<file path="src/rtl/lfsr_prbs_gen.sv">
// Parameterised LFSR PRBS generator: Fibonacci or Galois form, OUTPUT_WIDTH
// steps per enabled cycle, optional bit reversal and inversion of the word.
module lfsr_prbs_gen #(
  parameter int unsigned           LFSR_WIDTH   = 31,
  parameter logic [LFSR_WIDTH-1:0] LFSR_POLY    = LFSR_WIDTH'(31'h10000001),
  parameter logic [LFSR_WIDTH-1:0] LFSR_INIT    = {LFSR_WIDTH{1'b1}},
  parameter string                 LFSR_CONFIG  = "FIBONACCI",
  parameter bit                    REVERSE      = 1'b0,
  parameter bit                    INVERT       = 1'b1,
  parameter int unsigned           OUTPUT_WIDTH = 8,
  parameter string                 STYLE        = "AUTO"
) (
  input  logic                    clk,
  input  logic                    rst,
  input  logic                    enable,
  output logic [OUTPUT_WIDTH-1:0] data_out
);

  localparam bit IS_GALOIS = (LFSR_CONFIG == "GALOIS");
  // STYLE only picks how the Fibonacci feedback parity is written.
  localparam bit USE_LOOP  = (STYLE == "LOOP");
  // Bit k selects s[k] into the Fibonacci feedback for polynomial term x^(k+1).
  localparam logic [LFSR_WIDTH-1:0] FIB_TAPS = {1'b0, LFSR_POLY[LFSR_WIDTH-1:1]};

  logic [LFSR_WIDTH-1:0]   state_q, state_d;
  logic [OUTPUT_WIDTH-1:0] data_q, data_d;

  logic [LFSR_WIDTH-1:0]   s;
  logic                    fb;
  logic [OUTPUT_WIDTH-1:0] raw;
  logic [OUTPUT_WIDTH-1:0] word;

  // Unroll OUTPUT_WIDTH LFSR steps and form the output word; hold when idle.
  always_comb begin
    state_d = state_q;
    data_d  = data_q;
    s       = state_q;
    fb      = 1'b0;
    raw     = '0;
    word    = '0;

    for (int i = 0; i < int'(OUTPUT_WIDTH); i++) begin
      if (IS_GALOIS) begin
        fb = s[LFSR_WIDTH-1];
        s  = {s[LFSR_WIDTH-2:0], 1'b0} ^ (fb ? LFSR_POLY : '0);
      end else begin
        if (USE_LOOP) begin
          fb = s[LFSR_WIDTH-1];
          for (int j = 1; j < int'(LFSR_WIDTH); j++) begin
            if (LFSR_POLY[j]) begin
              fb = fb ^ s[j-1];
            end
          end
        end else begin
          fb = s[LFSR_WIDTH-1] ^ (^(s & FIB_TAPS));
        end
        s = {s[LFSR_WIDTH-2:0], fb};
      end
      // First generated bit lands in the MSB.
      raw[OUTPUT_WIDTH-1-i] = fb;
    end

    if (REVERSE) begin
      for (int i = 0; i < int'(OUTPUT_WIDTH); i++) begin
        word[i] = raw[OUTPUT_WIDTH-1-i];
      end
    end else begin
      word = raw;
    end

    if (INVERT) begin
      word = ~word;
    end

    if (enable) begin
      state_d = s;
      data_d  = word;
    end
  end

  // State and output registers; reset value of the word is plain zero.
  always_ff @(posedge clk or posedge rst) begin
    if (rst) begin
      state_q <= LFSR_INIT;
      data_q  <= '0;
    end else begin
      state_q <= state_d;
      data_q  <= data_d;
    end
  end

  assign data_out = data_q;

endmodule

</file>
<file path="config.mk">
export PLATFORM = sky130hd
export DESIGN_NAME = lfsr_prbs_gen
export DESIGN_NICKNAME = d
export VERILOG_FILES = /design/src/rtl/lfsr_prbs_gen.sv
export SDC_FILE = /design/constraint.sdc
export NUM_CORES = 1
export LEC_CHECK = 0
export BUFFER_PORTS_ARGS = -buffer_cell sky130_fd_sc_hd__buf_4
export CAP_MARGIN = 5
export CORE_MARGIN = 2
export CORE_UTILIZATION = 40
export DETAILED_ROUTE_END_ITERATION = 10
export PLACE_DENSITY = 0.62
export REMOVE_ABC_BUFFERS = 1
export SYNTH_ARGS = -nofsm -noshare
export SYNTH_HDL_FRONTEND = slang
export SYNTH_SLANG_ARGS = --single-unit
</file>
<file path="constraint.sdc">
create_clock -name clk -period 1.03 [get_ports clk]
set_input_delay 0.206 -clock clk [delete_from_list [all_inputs] [get_ports clk]]
set_output_delay 0.206 -clock clk [all_outputs]
set_load 0.05 [all_outputs]
</file>
# After elaboration in Yosys (flattened, before gate mapping)
# Index checks and enable logic that the tools add are counted.
# word_totals
out_inout_bits,8
inputBits,3
ff_bits,39
# classes
reduce_logical,8
bitwise,9
# op_table
cell,n
$reduce_xor A31 Y1,8
$not A8 Y8,1
$xor A1 B1 Y1,8

# Longest topological paths before layout
# depth
depth_word,3
ltp_mapped,4
ltp_nobuf,2

# Least setup slack after synthesis
# OpenSTA, ideal clock, no wires.
# synth_path
path_kind,register -> register
start,"register, netlist name data_out[7]"
end,"register data_q[7], in the netlist data_out[7]"
t_arrival_ps,869
required_time_ps,905
stages_incl_launch_ff,2
period_less_slack_ps,994
n_path_buf,0
setup_slack_ps,36
cell_sequence,dfrtp_1 -> mux2_4
# synth_rtl
element,line_no,source
to (signal assigned),88,data_q <= data_d;
to (decl),26,"logic [OUTPUT_WIDTH-1:0] data_q, data_d;"

# Worst setup path after layout
# layout_path
start,"register data_q[6], in the netlist data_out[6]"
end,output data_out[6]
# layout_rtl
element,line_no,source
to (decl),16,output logic [OUTPUT_WIDTH-1:0] data_out
# No word-level cell between the ends.

==> out/metrics.json <==
{
  "synth_largest_type_area_fraction_pct": 50.7,
  "cts-root-buf": "sky130_fd_sc_hd__clkbuf_8",
  "largest_net_degree_at_the_start_of_global_routing": 40,
  "route.top_layer_used": "met4",
  "layout-drive-gt1-share_pct": 75.8,
  "criticalPathCategory": "reg2out",
  "synth_top_cell_by_area": "sky130_fd_sc_hd__dfstp_2",
  "power.density_cell_area_nw_per_um2": 3570,
  "timing.critical_path.arrival_ps": 840,
  "first_pass_grt_wire_length_mm": 4.06,
  "floorplan.io_pins": 11,
  "failed_checks": "setup timing",
  "critical-path-top-delay-family": "flip-flops",
  "cp_num_buf_inv": 1,
  "timing.slew.headroom_pct": 86.6,
  "cts_tree": "done",
  "slack_of_the_critical_path_ps": -14.5,
  "drt_iter0_drcs": 24,
  "setup_violations": 13,
  "m1_wire_length_mm": 1.08,
  "grt_antenna_before_repair": 0,
  "final-seq-area_um2": 1010,
  "yosysWarningCount": 0,
  "placement_rows": 23,
  "clock_skew_ps": 4.93,
  "sequentialPowerShare_pct": 47.1,
  "final_max_slew_viol_count": 0,
  "final.period_utilization_pct": 101,
  "num-nets-final": 126,
  "amount_of_wire_on_met2_after_detailed_routing_mm": 1.20,
  "vdd_drop_max_mv": 1.49,
  "grt_setup_unrepaired": "yes",
  "io_buffers": 10,
  "internal_power_mw": 4.87,
  "status": "complete, but fails checks",
  "critical_path.max_stage_delay_ps": 390,
  "slowest_cell_on_crit_path": "sky130_fd_sc_hd__dfrtp_1",
  "finalPower_mw": 7.14,
  "finalCriticalPeriod_ps": 1040,
  "die_height_um": 67.4,
  "area.growth.synth_to_final_pct": 24.5,
  "total_switching_power_mw": 2.28,
  "clock-sinks": 39,
  "detail_route.drc_violations": 0,
  "ys_top_cells_by_area": "sky130_fd_sc_hd__dfstp_2 (51%), sky130_fd_sc_hd__mux2_4 (13%), sky130_fd_sc_hd__dfrtp_1 (12%)",
  "path_cells": "buf_6",
  "clk_latency_ps": 290,
  "gp_congestion": 0.692,
  "die_area_um2": 4540,
  "wl_met3_um": 92,
  "core_area_um2": 3940,
  "clk_transition_reported_paths_ps": 70,
  "wl_per_cell_um": 13.7,
  "p_leak_nw": 0.866,
  "route.detailed.vias_per_inst": 4.69,
  "fillers": 333,
  "die-width_um": 67.4,
  "ys_types": 11,
  "max_freq_mhz": 957,
  "switching_share_pct": 31.9,
  "routed_via_count": 816,
  "combined_area_of_the_multi_input_logic_cells_um2": 598,
  "htree_levels": 2,
  "timing.critical_path.to_type": "output pin",
  "globalRoute.totalOverflow": 0,
  "postSynthAreaPerCell_um2": 16.1,
  "start_util_pct": 40.7,
  "clkPwrFrac_pct": 13.4,
  "count_of_state_elements_after_synthesis": 39,
  "routed_wirelength_mm": 2.38,
  "postSynthCellCount": 100,
  "min-delay-path-class": "in2reg",
  "finalHoldViolations": 0,
  "final_common_cell": "sky130_fd_sc_hd__dfstp_2",
  "detail_route.first_pass.iterations": 6,
  "drtAntennaViolNets": 0,
  "sequential_area_share_after_synthesis_pct": 63.2,
  "top_library_cells_by_usage_in_the_layout_fill_and_taps_aside": "sky130_fd_sc_hd__dfstp_2 (31), sky130_fd_sc_hd__mux2_4 (17), sky130_fd_sc_hd__mux2_2 (14)",
  "relative_contribution_of_combinational_cells_to_total_power_pct": 39.5,
  "hpwlAfterDp_mm": 1.52,
  "cap_viol_max_count": 0,
  "critPathRequiredTime_ps": 820,
  "cts_buffer_depth": 2,
  "tritoncts.num_buffers": 5,
  "path_max_fanout": 2,
  "max_slew.worst_pin.slew_ps": 202,
  "antenna-diode-count": 0,
  "start_kind": "flip-flop",
  "first_global_vias": 852,
  "gr-usage-all-layers_pct": 12.7,
  "synthesis.area_um2": 1610,
  "dp_slack_ps": 3.41
}
==> path summary, 6_finish.rpt <==
kind / from / cells past startpoint / endpoint / slack, ps
max: data_out[6]$_DFFE_PP0P_ / 1 / data_out[6] / -10
min: enable / 3 / state_q[0]$_DFFE_PP1P_ / 260
max reg2reg: state_q[25]$_DFFE_PP1P_ / 2 / data_out[5]$_DFFE_PP0P_ / -10
min reg2reg: state_q[4]$_DFFE_PP1P_ / 2 / state_q[4]$_DFFE_PP1P_ / 490
max in group asynchronous: rst / 4 / state_q[8]$_DFFE_PP1P_ / 240
min in group asynchronous: rst / 4 / data_out[7]$_DFFE_PP0P_ / 530
==> power groups by stage <==
stage | Combinational [mW] | Clock [mW] | Sequential (mW)
6_report | 2.82 | 0.955 | 3.37
5_1_grt | 3.04 | 1.08 | 3.48
4_1_cts | 2.65 | 1.03 | 3.35
3_5_place_dp | 2.44 | 0 | 3.28
3_3_place_gp | 2.39 | 0 | 3.25
2_1_floorplan | 1.28 | 0 | 3.71
==> flip-flops by register name, indices dropped and copies added, names as in the netlist <==
signal	cells
state_q	31
data_out	8
==> layout make-up <==
type | count | share of cell area, %
Clock inverter | 1 | 0.250
Sequential cell | 39 | 50.7
Multi-Input combinational cell | 55 | 29.9
Inverter | 1 | 0.188
Clock buffer | 7 | 3.81
Tap cell | 50 | 3.13
Timing Repair Buffer | 21 | 12.0
==> layer usage <==
layer / GRT usage [%] / vias up
met1: 16.2 / 418
met4: 5.36 / 0
met2: 18.7 / 13
li1: - / 383
met3: 5.67 / 2
met5: 0 / -
==> kinds of logic after synthesis <==
logic type	synth area share (%)
xor gates and xnor gates	4.36
DFF	63.2
and+or+nand+nor	1.87
muxes	25.0
buffers and inverters	3.11
AOI/OAI and AO/OA	2.49
==> stage by stage <==
step                      TNS [ps]  instances  cell area [um2]  util [%]  hold WS (ps)
after floorplan               -112         95             1560         -           256
after global placement           0        162             1800      45.7           277
after detailed placement         0        162             1800      45.7           290
after CTS                     -285        172             1950      49.5           240
after global routing          -694        174             2000      50.7           265
final                        -99.1        174             2000      50.7           257
==> synth_stat cells <==
master and instances:
sky130_fd_sc_hd__a21oi_1 8, sky130_fd_sc_hd__dfstp_2 31, sky130_fd_sc_hd__dfrtp_1 8, sky130_fd_sc_hd__mux2_4 14, sky130_fd_sc_hd__buf_2 1, sky130_fd_sc_hd__mux2_2 17, sky130_fd_sc_hd__nor2_1 8, sky130_fd_sc_hd__buf_6 3
sky130_fd_sc_hd__inv_1 1, sky130_fd_sc_hd__xnor2_1 8, sky130_fd_sc_hd__buf_4 1
==> repair_timing <==
action	in CTS	in global routing
pin swaps	2	2
gates resized for setup	11	6
hold endpoints to repair	8	0
setup endpoints to repair	12	16
buffers inserted	1	2
hold buffers	1	0
(Power assumes the default switching activity.)
